$ cat src/rtl/pipe_stage_reg_if.sv
// Handshake bundle between two pipeline stages: upstream valid/ready with
// control+data payloads, downstream valid/ready, flush and occupancy report.
interface pipe_stage_reg_if #(
    parameter int CTRL_W = 8,
    parameter int DATA_W = 111
);
    logic              in_valid_i;
    logic              in_ready_o;
    logic [CTRL_W-1:0] in_ctrl_i;
    logic [DATA_W-1:0] in_data_i;
    logic              flush_i;
    logic              out_valid_o;
    logic              out_ready_i;
    logic [CTRL_W-1:0] out_ctrl_o;
    logic [DATA_W-1:0] out_data_o;
    logic [1:0]        occupancy_o;

    modport master (
        output in_valid_i, in_ctrl_i, in_data_i, flush_i, out_ready_i,
        input  in_ready_o, out_valid_o, out_ctrl_o, out_data_o, occupancy_o
    );

    modport slave (
        input  in_valid_i, in_ctrl_i, in_data_i, flush_i, out_ready_i,
        output in_ready_o, out_valid_o, out_ctrl_o, out_data_o, occupancy_o
    );
endinterface

$ cat src/rtl/pipe_stage_reg.sv
// Reusable inter-stage pipeline register with valid/ready back-pressure,
// bubble insertion, flush and an optional two-entry skid buffer.
module pipe_stage_reg #(
    parameter int CTRL_W = 8,
    parameter int DATA_W = 111,
    parameter int SKID   = 1
) (
    input  logic           clk_i,
    input  logic           rst_i,
    pipe_stage_reg_if.slave bus
);
    localparam logic [1:0] ST_EMPTY = 2'd0;
    localparam logic [1:0] ST_ONE   = 2'd1;
    localparam logic [1:0] ST_TWO   = 2'd2;

    logic [1:0]        state_p0;
    logic [CTRL_W-1:0] m_ctrl_p0;
    logic [DATA_W-1:0] m_data_p0;
    logic [CTRL_W-1:0] s_ctrl_p0;
    logic [DATA_W-1:0] s_data_p0;

    logic in_ready;
    logic vld_p0;
    logic in_xfer;
    logic out_xfer;

    // With the skid entry, ready comes from the state register alone so the
    // downstream ready never reaches upstream combinationally.
    always_comb begin
        vld_p0 = (state_p0 != ST_EMPTY);
        if (SKID != 0) begin
            in_ready = (state_p0 != ST_TWO);
        end else begin
            in_ready = !vld_p0 || bus.out_ready_i;
        end
        in_xfer  = bus.in_valid_i && in_ready;
        out_xfer = vld_p0 && bus.out_ready_i;
    end

    // ---- stage boundary: main entry M and skid entry S ----
    always_ff @(posedge clk_i or negedge rst_i) begin
        if (!rst_i) begin
            state_p0  <= ST_EMPTY;
            m_ctrl_p0 <= '0;
            m_data_p0 <= '0;
            s_ctrl_p0 <= '0;
            s_data_p0 <= '0;
        end else if (bus.flush_i) begin
            // M payload is kept so out_data_o holds; only validity is dropped.
            state_p0  <= ST_EMPTY;
            s_ctrl_p0 <= '0;
            s_data_p0 <= '0;
        end else begin
            case (state_p0)
                ST_EMPTY: begin
                    if (in_xfer) begin
                        state_p0  <= ST_ONE;
                        m_ctrl_p0 <= bus.in_ctrl_i;
                        m_data_p0 <= bus.in_data_i;
                    end
                end
                ST_ONE: begin
                    if (in_xfer && out_xfer) begin
                        m_ctrl_p0 <= bus.in_ctrl_i;
                        m_data_p0 <= bus.in_data_i;
                    end else if (out_xfer) begin
                        state_p0 <= ST_EMPTY;
                    end else if (in_xfer && (SKID != 0)) begin
                        state_p0  <= ST_TWO;
                        s_ctrl_p0 <= bus.in_ctrl_i;
                        s_data_p0 <= bus.in_data_i;
                    end
                end
                ST_TWO: begin
                    if (out_xfer) begin
                        state_p0  <= ST_ONE;
                        m_ctrl_p0 <= s_ctrl_p0;
                        m_data_p0 <= s_data_p0;
                    end
                end
                default: state_p0 <= ST_EMPTY;
            endcase
        end
    end

    // Control is forced to zero on bubbles so downstream sees a NOP.
    assign bus.in_ready_o  = in_ready;
    assign bus.out_valid_o = vld_p0;
    assign bus.out_ctrl_o  = vld_p0 ? m_ctrl_p0 : '0;
    assign bus.out_data_o  = m_data_p0;
    assign bus.occupancy_o = state_p0;
endmodule
$ cat src/flat_wrapper.sv
// flat-port wrapper written by rule: the top's interface ports become plain ports
module pipe_stage_reg_flat 
#(
    parameter int CTRL_W = 8,
    parameter int DATA_W = 111,
    parameter int SKID   = 1
)
  (clk_i, rst_i, bus_in_valid_i, bus_in_ctrl_i, bus_in_data_i, bus_flush_i, bus_out_ready_i, bus_in_ready_o, bus_out_valid_o, bus_out_ctrl_o, bus_out_data_o, bus_occupancy_o);
  pipe_stage_reg_if #(.CTRL_W(CTRL_W), .DATA_W(DATA_W)) bus_i ();
  input  logic clk_i;
  input  logic rst_i;
  input wire logic [$bits(bus_i.in_valid_i)-1:0] bus_in_valid_i;
  input wire logic [$bits(bus_i.in_ctrl_i)-1:0] bus_in_ctrl_i;
  input wire logic [$bits(bus_i.in_data_i)-1:0] bus_in_data_i;
  input wire logic [$bits(bus_i.flush_i)-1:0] bus_flush_i;
  input wire logic [$bits(bus_i.out_ready_i)-1:0] bus_out_ready_i;
  output wire logic [$bits(bus_i.in_ready_o)-1:0] bus_in_ready_o;
  output wire logic [$bits(bus_i.out_valid_o)-1:0] bus_out_valid_o;
  output wire logic [$bits(bus_i.out_ctrl_o)-1:0] bus_out_ctrl_o;
  output wire logic [$bits(bus_i.out_data_o)-1:0] bus_out_data_o;
  output wire logic [$bits(bus_i.occupancy_o)-1:0] bus_occupancy_o;
  assign bus_i.in_valid_i = bus_in_valid_i;
  assign bus_i.in_ctrl_i = bus_in_ctrl_i;
  assign bus_i.in_data_i = bus_in_data_i;
  assign bus_i.flush_i = bus_flush_i;
  assign bus_i.out_ready_i = bus_out_ready_i;
  assign bus_in_ready_o = bus_i.in_ready_o;
  assign bus_out_valid_o = bus_i.out_valid_o;
  assign bus_out_ctrl_o = bus_i.out_ctrl_o;
  assign bus_out_data_o = bus_i.out_data_o;
  assign bus_occupancy_o = bus_i.occupancy_o;
  pipe_stage_reg #(.CTRL_W(CTRL_W), .DATA_W(DATA_W), .SKID(SKID)) u_core (.clk_i(clk_i), .rst_i(rst_i), .bus(bus_i));
endmodule
$ cat config.mk
export PLATFORM = sky130hd
export DESIGN_NAME = pipe_stage_reg_flat
export DESIGN_NICKNAME = d
export VERILOG_FILES = /design/src/rtl/pipe_stage_reg_if.sv /design/src/rtl/pipe_stage_reg.sv /design/src/flat_wrapper.sv
export SDC_FILE = /design/constraint.sdc
export NUM_CORES = 1
export LEC_CHECK = 0
export ABC_AREA = 1
export BUFFER_PORTS_ARGS = -buffer_cell sky130_fd_sc_hd__buf_2
export CORE_AREA = 2 2 150 152
export DETAILED_ROUTE_END_ITERATION = 10
export DIE_AREA = 0 0 152 154
export PLACE_DENSITY = 0.8
export REMOVE_ABC_BUFFERS = 1
export SYNTH_ARGS = -nofsm -noshare
export SYNTH_HDL_FRONTEND = slang
export SYNTH_SLANG_ARGS = --single-unit
$ cat constraint.sdc
create_clock -name clk_i -period 1.6 [get_ports clk_i]
set_input_delay 0.16 -clock clk_i [delete_from_list [all_inputs] [get_ports clk_i]]
set_output_delay 0.16 -clock clk_i [all_outputs]
set_load 0.02 [all_outputs]
==> impl_summary.txt, run 1 <==
----------------------------------------------------
[Drt]
  Overall routed net length ... 38.8 mm
  Vias per cell ... 5.64
  Total number of vias ... 11400
  Total iterations of the first detailed-routing run ... 7
  Remaining design rule violation count ... 0
  Routed length per instance ... 19.2 µm
  Antenna Violating Nets Remaining ... 0
  First-iteration detailed-routing DRC count ... 1164

[Run]
  Max-cap violations ... 0

[Placement]
  Port buffer count ... 246
  Last weighted congestion value of the routability-driven placer ... 0.833
  DPL Wire Length ... 17.6 mm
  Placed cell count ... 1810
  Post-Place Worst Slack ... 0.0429 ns

[Logic synthesis]
  Main flop type after synthesis ... dfrtp_1
  Largest cells by area after synthesis ... dfrtp_1, nand2_1, o21ai_0
  Share of synthesized flip-flops with an asynchronous set or reset ... 100%
  Cells after Synth ... 1340
  Yosys warning total ... 0
  Syn Area/Cell ... 8.03 µm²
  Dominant cell by count in the synthesized netlist ... nand2_1
  Synthesized flop and latch total ... 240
  Number of enable-type register cells in the synthesized netlist ... 0
  Post-Syn Area ... 10800 µm²
  Most instantiated cells after synthesis ... nand2_1, dfrtp_1, o21ai_0
  Dominant cell type by area after synthesis ... dfrtp_1
  Top-area cell type share of the netlist area ... 55.8%
  Number of unique standard cell types used by synthesis ... 15
  Part of the Yosys area used for sequential elements ... 55.8%

[CTS]
  Latest clock arrival within the worst-skew pair ... 0.52 ns
  Total number of clock tree sinks ... 240
  CTS tree ... built
  Reg clk slew, reported paths ... 0.06 ns
  Number of buffers on the longest clock path ... 3
  CTS Root Cell ... clkbuf_16
  H-tree levels ... 1
  TritonCTS buffer count ... 25

[Die]
  Die boundary height ... 154 µm
  Initial core utilization ... 49.6%
  I/O pin cnt ... 247
  Standard-cell row count ... 54
  Total die area ... 23400 µm²
  Horiz. Die Dim ... 152 µm
  Standard cell core area ... 21700 µm²

[GRT]
  Initial antenna violation count ... 1
  Maximum number of pins on one net before global-route repair ... 86
  Total Routing Usage GR ... 27.2%
  Global-route wire length before repair ... 53.0 mm
  GR Overflow Total ... 0
  Vias in the first global route ... 10500

[Finish]
  Final net count ... 1846
  Final Non-Filler Cells ... 2020
  Syn-to-layout area delta ... 48.6%
  Ratio of cells with drive above 1 in the final layout ... 27.9%

[Setup path]
  Slack of the worst reg-to-reg path ... -0.15 ns
  Cell at the slowest stage of the critical path ... dfrtp_1
  Class of the most critical setup path ... flip-flop to flip-flop
  Most used cell along the critical path ... nand2_1
  Worst-path fanout max ... 17
  Longest individual stage delay on the worst path ... 0.40 ns
  Type of element capturing the critical path ... flip-flop
  Critical Path, Cell by Cell ... buf_6, nor2_4, nand2_1, nand2_2, nor2_4, buf_12, nand2_8, clkbuf_16, nand2_1, nand2_1
  CP Data Arrival Time ... 2.20 ns
  Required time of the critical path ... 2.05 ns
  Crit path launch type ... flip-flop

[Run status]
  Run status ... complete, but fails checks
  Failing checks ... negative setup slack

[Timing]
  Setup tns final ... -8.43 ns
  Final critical path time including I/O delays and setup ... 1.75 ns
  Slew at the pin with the worst max-slew slack ... 0.391 ns
  Post-route clock period utilization ... 109%
  Final hold violation count ... 0
  Setup ws final ... -0.149 ns
  Slew margin rel. ... 73.9%
  Worst setup skew after layout ... 0.00759 ns
  Final max-slew violation count ... 0
  Maximum clock frequency ... 0.572 GHz
  Final-report setup violation count ... 161
  Unrepaired setup endpoints after global routing ... yes

[Power]
  Pleak ... 0.00825 µW
  Worst vdd rail ir drop ... 0.873 mV
  Power density of the placed cells ... 1230 nW/µm²

[Min path]
  Class of the worst hold path ... primary input to flip-flop

----------------------------------------------------
## area by class of cell
cell class | instances | area, µm²
fillers | 1393 | 5700
diodes | 1 | 2.50
inverters | 136 | 513
well taps | 280 | 350
clock inverters | 7 | 87.6
repair buffers | 450 | 3930
multi-input cells | 869 | 4340
clock buffers | 37 | 761
flip-flops and latches | 240 | 6010
## timing repair
action | CTS | global route
buffers inserted | 6 | 13
hold buffers | 120 | 0
endpoints found under the hold margin | 375 | 0
resized for setup | 31 | 210
setup endpoints to repair | 10 | 239
cloned | 3 | 24
pin swaps | 1 | 6
## critical path, delay by kind of cell, from the launching register on
family / cells / cell delay, ns
flip-flops: 1 / 0.40
AND/OR/NAND/NOR: 7 / 0.74
buffers and inverters: 3 / 0.52
## through the flow
step | utilization [%] | total power (µW) | instance area [µm²] | hold WS, ns
floorplan | - | 10300 | 10300 | -0.136
global placement | 57.7 | 12200 | 12500 | 0.0909
detailed placement | 57.7 | 12300 | 12500 | 0.0869
CTS | 68.0 | 18700 | 14800 | 0.0156
global route | 73.7 | 20600 | 16000 | 0.0213
finish | 73.7 | 19700 | 16000 | 0.0238
## flip-flops by register name, summed over array words and instances, names as in the netlist
| register | cells |
|---|---|
| u_core.bus.out_data_o | 111 |
| u_core.m_ctrl_p0 | 8 |
| u_core.s_ctrl_p0 | 8 |
| u_core.bus.occupancy_o | 2 |
| u_core.s_data_p0 | 111 |
## worst paths after layout
check | startpoint | to | cells past startpoint
min in group asynchronous | rst_i | u_core.bus.out_data_o[61]$_DFFE_PN0P_ | 2
setup reg to reg | u_core.bus.occupancy_o[1]$_DFFE_PN0P_ | u_core.bus.out_data_o[46]$_DFFE_PN0P_ | 10
max in group asynchronous | rst_i | u_core.bus.out_data_o[106]$_DFFE_PN0P_ | 3
hold reg to reg | u_core.bus.out_data_o[95]$_DFFE_PN0P_ | u_core.bus.out_data_o[95]$_DFFE_PN0P_ | 2
hold / removal | bus_flush_i | u_core.bus.occupancy_o[1]$_DFFE_PN0P_ | 2
setup / recovery | u_core.bus.occupancy_o[1]$_DFFE_PN0P_ | u_core.bus.out_data_o[46]$_DFFE_PN0P_ | 10
## layout by cell type, fill, tap and decap left out, types with 7 or more instances in the layout
cell	instances
nand2_1	359
dfrtp_1	240
buf_2	235
o21ai_0	190
nand3_1	177
inv_1	133
dlygate4sd3_1	120
clkbuf_16	42
nand2_2	37
nand2_4	32
o21ai_1	26
o21ai_2	24
buf_12	23
buf_4	22
buf_6	20
clkbuf_8	9
nor2_2	8
buf_8	7
## per-layer routing
metal	vias to the layer above	global-route usage, %	wire length [µm]
met1	5356	34.8	14000
met5	-	0	0
li1	5052	-	-
met2	779	45.9	19000
met3	202	4.45	3750
met4	0	12.2	2050
## power breakdown
group	total [µW]	internal, µW	leakage [µW]	switching, µW
registers	7780	7080	0.00315	701
clock network	6030	3590	0.000420	2440
logic	5930	2230	0.00468	3700
## kinds of logic after synthesis
group | count (synthesis) | share of synthesized area (%)
and+or+nand+nor | 625 | 23.9
buffers and inverters | 232 | 8.91
DFF | 240 | 55.8
AOI/OAI and AO/OA | 243 | 11.4
(Power assumes the default switching activity.)
==> inputs of run 2 (changes only) <==
--- a/config.mk
+++ b/config.mk
@@ -8,3 +8,3 @@
 export ABC_AREA = 1
-export BUFFER_PORTS_ARGS = -buffer_cell sky130_fd_sc_hd__buf_2
+export BUFFER_PORTS_ARGS = -buffer_cell sky130_fd_sc_hd__buf_4
 export CORE_AREA = 2 2 150 152
==> constraint.sdc (replaced) <==
create_clock -name clk_i -period 1.6 [get_ports clk_i]
set_input_delay 0.32 -clock clk_i [delete_from_list [all_inputs] [get_ports clk_i]]
set_output_delay 0.32 -clock clk_i [all_outputs]
set_load 0.02 [all_outputs]
==> run 2 against run 1 <==
Against the previous run:
- sequential power grew 2%
- combinational power rose by 19%
- total power increased by 4.9%
- critical path type is now flip-flop to output pin
- non-clock buffer count fell by 80
- setup slack worse by 0.12 ns
- maximum frequency decreased by 6.4%
- the flow still finishes with violations (negative setup slack)
- global-route usage is 2.4 points lower
- clock power down 4.8%
- clock-buffer cell count down 1
- largest power group unchanged
==> impl_summary.txt, run 2 (synthesized netlist as in run 1, its figures left out) <==
----------------------------------------------------
[Power]
  Overall power of the completed layout ... 20700 µW (+4.9%)
  Power density of the placed cells ... 1230 nW/µm² (about the same)
  Worst vdd rail ir drop ... 0.896 mV (+2.6%)
  Pleak ... 0.00851 µW (+3.2%)

[GRT]
  GR Overflow Total ... 0 (unchanged)
  Met3 Resource Use GR ... 2.93% (-1.5 points)
  Met2 GRT Util ... 41.6% (-4.4 points)
  Maximum number of pins on one net before global-route repair ... 79 (-8.1%)
  Initial antenna violation count ... 0 (-1)
  Vias in the first global route ... 9751 (-7.3%)
  Met1 global-route usage ... 33.4% (-1.4 points)
  Total Routing Usage GR ... 24.9% (-2.4 points)
  Global-route wire length before repair ... 48.6 mm (-8.2%)
  Busiest grt layer ... met2

[Timing]
  Worst hold margin ... 0.00293 ns (-0.0208 ns)
  Maximum clock frequency ... 0.535 GHz (-6.4%)
  Unrepaired setup endpoints after global routing ... yes
  Worst setup skew after layout ... 0.0131 ns (+0.00547 ns)
  Final hold violation count ... 0 (unchanged)
  Final max-slew violation count ... 0 (unchanged)
  Setup ws final ... -0.269 ns (-0.120 ns)
  Post-route clock period utilization ... 117% (+7.5 points)
  Slew margin rel. ... 67.7% (-6.2 points)
  Slew at the pin with the worst max-slew slack ... 0.484 ns (+0.0932 ns)
  Final-report setup violation count ... 236 (+47%)
  Final critical path time including I/O delays and setup ... 1.87 ns (+0.120 ns)

[Setup path]
  Most used cell along the critical path ... buf_6
  Worst-path fanout max ... 5 (-12)
  Setup crit start ... u_core.bus.occupancy_o[0]$_DFFE_PN0P_
  Critical path buffer and inverter count ... 3 (unchanged)
  Longest individual stage delay on the worst path ... 0.40 ns (about the same)
  Required time of the critical path ... 1.28 ns (-0.77 ns)
  CP Data Arrival Time ... 1.55 ns (-0.65 ns)
  Class of the most critical setup path ... flip-flop to output pin
  Crit path launch type ... flip-flop
  Worst r2r src ... u_core.bus.occupancy_o[0]$_DFFE_PN0P_
  Family with the most delay on the worst path ... buffers and inverters
  Cell at the slowest stage of the critical path ... dfrtp_1
  Critical Path, Cell by Cell ... buf_6, nor2_4, buf_6, nor2_2, buf_6
  Type of element capturing the critical path ... output pin

[Finish]
  Most common cell after layout, fill and taps aside ... nand2_1
  Syn-to-layout area delta ... 56.0%
  Ratio of cells with drive above 1 in the final layout ... 40.8% (+13 points)
  Finished Core Util ... 77.4% (+3.7 points)
  Top library cells by usage in the layout, fill and taps aside ... nand2_1, buf_4, dfrtp_1
  Antenna diodes ... 0 (-1)
  Final net count ... 1768 (-4.2%)
  Final Non-Filler Cells ... 1939 (-4.0%)

[Drt]
  Total number of vias ... 11300 (-0.62%)
  Vias per cell ... 5.84 (+3.5%)
  Antenna Violating Nets Remaining ... 0 (unchanged)
  Total iterations of the first detailed-routing run ... 6 (-1)
  Routed length per instance ... 21.8 µm (+13%)
  Remaining design rule violation count ... 0 (unchanged)
  First-iteration detailed-routing DRC count ... 941 (-19%)
  Overall routed net length ... 42.2 mm (+8.6%)

[Die]
  Total die area ... 23400 µm² (unchanged)
  I/O pin cnt ... 247 (unchanged)
  Horiz. Die Dim ... 152 µm (unchanged)
  Initial core utilization ... 49.6% (unchanged)
  Die boundary height ... 154 µm (unchanged)
  Standard-cell row count ... 54 (unchanged)
  Standard cell core area ... 21700 µm² (unchanged)

[Run]
  Max-cap violations ... 0 (unchanged)

[Placement]
  Port buffer count ... 246 (unchanged)
  Last weighted congestion value of the routability-driven placer ... 0.828 (-0.53%)
  DPL Wire Length ... 18.3 mm (+4.0%)
  Placed cell count ... 1812 (+0.11%)

[CTS]
  Reg clk slew, reported paths ... 0.06 ns (about the same)
  Total number of clock tree sinks ... 240 (unchanged)
  H-tree levels ... 1 (unchanged)
  Number of buffers on the longest clock path ... 3 (unchanged)
  TritonCTS buffer count ... 26 (+4.0%)
  CTS tree ... built
  CTS Root Cell ... clkbuf_16
  Latest clock arrival within the worst-skew pair ... 0.53 ns (about the same)

[Min path]
  Class of the worst hold path ... primary input to flip-flop
  Worst hold path startpoint ... bus_in_data_i[85]

[Run status]
  Run status ... complete, but fails checks
  Failing checks ... negative setup slack

----------------------------------------------------
## run 2: power breakdown
group / switching, µW / internal (µW) / leakage (µW)
sequential: 856 / 7090 / 0.00314
clock: 2510 / 3240 / 0.000391
combinational: 3980 / 3050 / 0.00498
total: 7350 / 13400 / 0.00851
## run 2: worst min-delay path: cells and delay by family
kind            cells  cell delay (ns)
simple gates        1             0.04
buf+inv             1             0.10
compound gates      1             0.04
## run 2: what timing repair did
action                                  in CTS  in global routing
cloned                                       3                 53
pin swaps                                    2                 28
endpoints found under the setup margin      10                248
hold endpoints to repair                    48                  1
gates resized for setup                     32                486
buffers inserted                             6                 21
hold buffers                                 1                  1
## run 2: layout make-up
| cell class | instances | area [µm²] |
|---|---|---|
| clock inverter | 7 | 37.5 |
| inverter | 136 | 520 |
| timing repair buffer | 370 | 4060 |
| tap | 280 | 350 |
| multi-input combinational | 870 | 5060 |
| sequential | 240 | 6010 |
| clock buffer | 36 | 749 |
| fill | 1301 | 4900 |
## run 2: final timing paths
kind | to | cells past startpoint | slack, ns
min in group asynchronous | u_core.bus.out_data_o[57]$_DFFE_PN0P_ | 2 | 0.32
worst max-delay path | bus_out_ctrl_o[4] | 5 | -0.27
worst min register to register | u_core.bus.out_data_o[89]$_DFFE_PN0P_ | 2 | 0.47
worst min-delay path | u_core.s_data_p0[85]$_DFFE_PN0P_ | 3 | 0.003
worst max register to register | u_core.bus.out_data_o[32]$_DFFE_PN0P_ | 10 | -0.23
max in group asynchronous | u_core.bus.out_data_o[59]$_DFFE_PN0P_ | 3 | 0.62
## run 2: stage by stage
stage | TNS, ns | instance area (µm²) | worst slack (ns)
final | -26.45 | 16800 | -0.269
after floorplan | -1026.85 | 10300 | -6.81
after global routing | -38.67 | 16800 | -0.296
after CTS | -5.82 | 14100 | -0.238
after global placement | 0 | 13100 | 0.0987
after detailed placement | 0 | 13100 | 0.0488
## run 2: routing by layer
metal	share of wire, %	vias up
met2	48	765
met4	5.4	0
met5	0	-
met1	37	5462
met3	10	192
li1	-	4899
==> inputs of run 3 (changes only) <==
- ABC_AREA: 1 -> default
- CORE_AREA: 2 2 150 152 -> 2 2 151 153
- DIE_AREA: 0 0 152 154 -> 0 0 153 155
==> run 3 against run 2 <==
Against the previous run:
- sequential share of layout area is 1.0 points higher
- sequential power decreased by 8.4%
- largest power group unchanged
- the flow still finishes with violations (negative setup slack)
- total power shrank 12%
- via count fell by 23%
- combinational power shrank 34%
- core utilization decreased by 3.9 points
- final cell count down 20%
==> impl_summary.txt, run 3 <==
----------------------------------------------------
[Finish]
  Top library cells by usage in the layout, fill and taps aside ... buf_4, dfrtp_1, nand2_1
  Syn-to-layout area delta ... 50.3%
  Most common cell after layout, fill and taps aside ... buf_4
  Final Non-Filler Cells ... 1555 (-20%)
  Antenna diodes ... 0 (unchanged)
  Final net count ... 1375 (-22%)
  Number of fillers in the final layout ... 1353 (+4.0%)
  Ratio of cells with drive above 1 in the final layout ... 55.5% (+15 points)

[Timing]
  Final max-slew violation count ... 0 (unchanged)
  Final hold violation count ... 0 (unchanged)
  Final-report setup violation count ... 249 (+5.5%)
  Maximum clock frequency ... 0.524 GHz (-2.2%)
  Post-route clock period utilization ... 119% (+2.6 points)
  Final critical path time including I/O delays and setup ... 1.91 ns (+0.0414 ns)
  Unrepaired setup endpoints after global routing ... yes
  Setup ws final ... -0.310 ns (-0.0414 ns)
  Setup tns final ... -39.58 ns (-13.12 ns)
  Slew at the pin with the worst max-slew slack ... 0.689 ns (+0.205 ns)
  Slew margin rel. ... 54.1% (-14 points)
  Worst setup skew after layout ... 0.0225 ns (+0.00944 ns)
  Worst hold margin ... 0.0332 ns (+0.0303 ns)

[Logic synthesis]
  Top-area cell type share of the netlist area ... 55.3% (-0.53 points)
  Part of the Yosys area used for sequential elements ... 55.3% (-0.53 points)
  Dominant cell type by area after synthesis ... dfrtp_1
  Syn Area/Cell ... 11.7 µm² (+46%)
  Largest cells by area after synthesis ... dfrtp_1, mux2_2, nand2_1
  Share of synthesized flip-flops with an asynchronous set or reset ... 100% (unchanged)
  Cells after Synth ... 925 (-31%)
  Number of unique standard cell types used by synthesis ... 23 (+8)
  Most instantiated cells after synthesis ... dfrtp_1, nand2_1, mux2_2
  Synthesized flop and latch total ... 240 (unchanged)
  Main flop type after synthesis ... dfrtp_1
  Number of enable-type register cells in the synthesized netlist ... 0 (unchanged)
  Dominant cell by count in the synthesized netlist ... dfrtp_1
  Yosys warning total ... 0 (unchanged)
  Post-Syn Area ... 10900 µm² (+0.95%)

[Die]
  Total die area ... 23700 µm² (+1.3%)
  Initial core utilization ... 48.9% (-0.74 points)
  Standard cell core area ... 22200 µm² (+2.5%)
  Die boundary height ... 155 µm (+0.65%)
  Standard-cell row count ... 55 (+1.9%)
  Horiz. Die Dim ... 153 µm (+0.66%)
  I/O pin cnt ... 247 (unchanged)

[Min path]
  Capture endpoint of the worst hold path ... u_core.s_ctrl_p0[7]$_DFFE_PN0P_
  Worst hold path startpoint ... bus_in_ctrl_i[7]
  Class of the worst hold path ... primary input to flip-flop
  Hold Path Stages ... 3 (unchanged)

[Setup path]
  Critical path buffer and inverter count ... 3 (unchanged)
  Slack of the worst reg-to-reg path ... -0.28 ns (-0.05 ns)
  Cell at the slowest stage of the critical path ... dfrtp_2
  CP Data Arrival Time ... 1.59 ns (+0.04 ns)
  Longest individual stage delay on the worst path ... 0.44 ns (+0.04 ns)
  Worst r2r src ... u_core.bus.occupancy_o[0]$_DFFE_PN0P_
  Class of the most critical setup path ... flip-flop to output pin
  Type of element capturing the critical path ... output pin
  Required time of the critical path ... 1.28 ns (about the same)
  Most used cell along the critical path ... buf_6
  Capture point of the worst reg-to-reg path ... u_core.bus.out_data_o[67]$_DFFE_PN0P_
  Family with the most delay on the worst path ... buffers and inverters
  Crit path launch type ... flip-flop
  Critical Path, Cell by Cell ... buf_6, nor2_4, buf_6, nor2b_1, buf_4
  Cells on worst reg2reg path ... 8 (-2)
  Worst-path fanout max ... 4 (-1)

[GRT]
  Global-route wire length before repair ... 49.7 mm (+2.2%)
  Initial antenna violation count ... 0 (unchanged)
  Maximum number of pins on one net before global-route repair ... 122 (+54%)
  Vias in the first global route ... 8899 (-8.7%)
  Total Routing Usage GR ... 26.5% (+1.6 points)
  GR Overflow Total ... 0 (unchanged)

[CTS]
  Latest clock arrival within the worst-skew pair ... 0.53 ns (about the same)
  Number of buffers on the longest clock path ... 3 (unchanged)
  Total number of clock tree sinks ... 240 (unchanged)
  CTS Root Cell ... clkbuf_16
  H-tree levels ... 1 (unchanged)
  TritonCTS buffer count ... 26 (unchanged)
  CTS tree ... built
  Reg clk slew, reported paths ... 0.06 ns (about the same)

[Placement]
  Placed cell count ... 1446 (-20%)
  Port buffer count ... 246 (unchanged)
  Last weighted congestion value of the routability-driven placer ... 0.774 (-6.6%)
  Post-Place Worst Slack ... -0.182 ns (-0.231 ns)
  DPL Wire Length ... 18.0 mm (-1.7%)

[Drt]
  First-iteration detailed-routing DRC count ... 453 (-52%)
  Antenna Violating Nets Remaining ... 0 (unchanged)
  Total iterations of the first detailed-routing run ... 5 (-1)
  Vias per cell ... 5.59 (-4.2%)
  Routed length per instance ... 23.1 µm (+6.3%)
  Total number of vias ... 8698 (-23%)
  Remaining design rule violation count ... 0 (unchanged)
  Overall routed net length ... 36.0 mm (-15%)

[Run]
  Max-cap violations ... 0 (unchanged)

[Power]
  Worst vdd rail ir drop ... 0.948 mV (+5.9%)
  Power density of the placed cells ... 1110 nW/µm² (-9.8%)
  Pleak ... 0.00748 µW (-12%)
  Overall power of the completed layout ... 18200 µW (-12%)

[Run status]
  Run status ... complete, but fails checks
  Failing checks ... negative setup slack

----------------------------------------------------
==> run 3: where the power goes <==
part	internal, µW	leakage, µW	switching (µW)	total [µW]
combinational	2530	0.00397	2120	4650
clock	3810	0.000428	2450	6260
sequential	6770	0.00308	497	7270
total	13100	0.00748	5060	18200
==> run 3: what timing repair did <==
| item | in CTS | in global routing |
|---|---|---|
| gates cloned | 24 | 15 |
| endpoints found under the setup margin | 214 | 249 |
| buffers inserted | 16 | 10 |
| hold buffers | 2 | 0 |
| resized for setup | 77 | 172 |
| pin swaps | 0 | 9 |
| endpoints found under the hold margin | 34 | 0 |
==> run 3: worst max path at each step <==
stage / from / endpoint / slack, ns / cells after the start
after floorplan: u_core.bus.occupancy_o[0]$_DFFE_PN0P_ / u_core.bus.out_data_o[0]$_DFFE_PN0P_ / -9.65 / 4
after global placement: u_core.bus.occupancy_o[1]$_DFFE_PN0P_ / u_core.bus.out_data_o[80]$_DFFE_PN0P_ / -0.15 / 6
after detailed placement: u_core.bus.occupancy_o[1]$_DFFE_PN0P_ / u_core.bus.out_data_o[7]$_DFFE_PN0P_ / -0.18 / 6
after CTS: u_core.bus.occupancy_o[0]$_DFFE_PN0P_ / bus_out_ctrl_o[2] / -0.28 / 5
after global routing: u_core.bus.occupancy_o[0]$_DFFE_PN0P_ / bus_out_ctrl_o[2] / -0.34 / 5
final: u_core.bus.occupancy_o[0]$_DFFE_PN0P_ / bus_out_ctrl_o[1] / -0.31 / 5
==> run 3: kinds of logic after synthesis <==
| family | after synthesis | synth area share (%) |
|---|---|---|
| AOI/OAI and AO/OA | 124 | 5.77 |
| buffers and inverters | 68 | 3.67 |
| muxes | 238 | 26.0 |
| DFF | 240 | 55.3 |
| and+or+nand+nor | 255 | 9.27 |
==> run 3: layer usage <==
layer / vias to the layer above / share of wire [%] / GRT usage, %
li1: 3800 / - / -
met1: 4470 / 40 / 34.3
met2: 354 / 51 / 44.6
met3: 74 / 6.9 / 6.07
met4: 0 / 2.7 / 8.16
met5: - / 0 / 0
==> run 3: worst reg2reg max path: stages (launching register included) <==
cell and delay, ns:
dfrtp_2 0.44, nor2b_4 0.15, buf_6 0.13, o21ai_4 0.06
a21oi_4 0.24, buf_12 0.19, buf_12 0.12, buf_12 0.13
mux2_4 0.31
==> run 3: area by class of cell <==
cell class | count | area [µm²] | share of cell area, %
flip-flops and latches | 240 | 6010 | 36.8
multi-input cells | 618 | 5070 | 31.0
repair buffers | 363 | 4000 | 24.5
clock buffers | 43 | 786 | 4.81
well taps | 285 | 357 | 2.18
clock inverters | 4 | 95.1 | 0.582
inverters | 2 | 15.0 | 0.0920
==> run 3: per-stage QoR <==
step	cell area, µm²	util (%)
6_report	16300	73.5
5_1_grt	16300	73.5
3_3_place_gp	13400	60.4
3_5_place_dp	13400	60.4
4_1_cts	15400	69.1
2_1_floorplan	10500	-
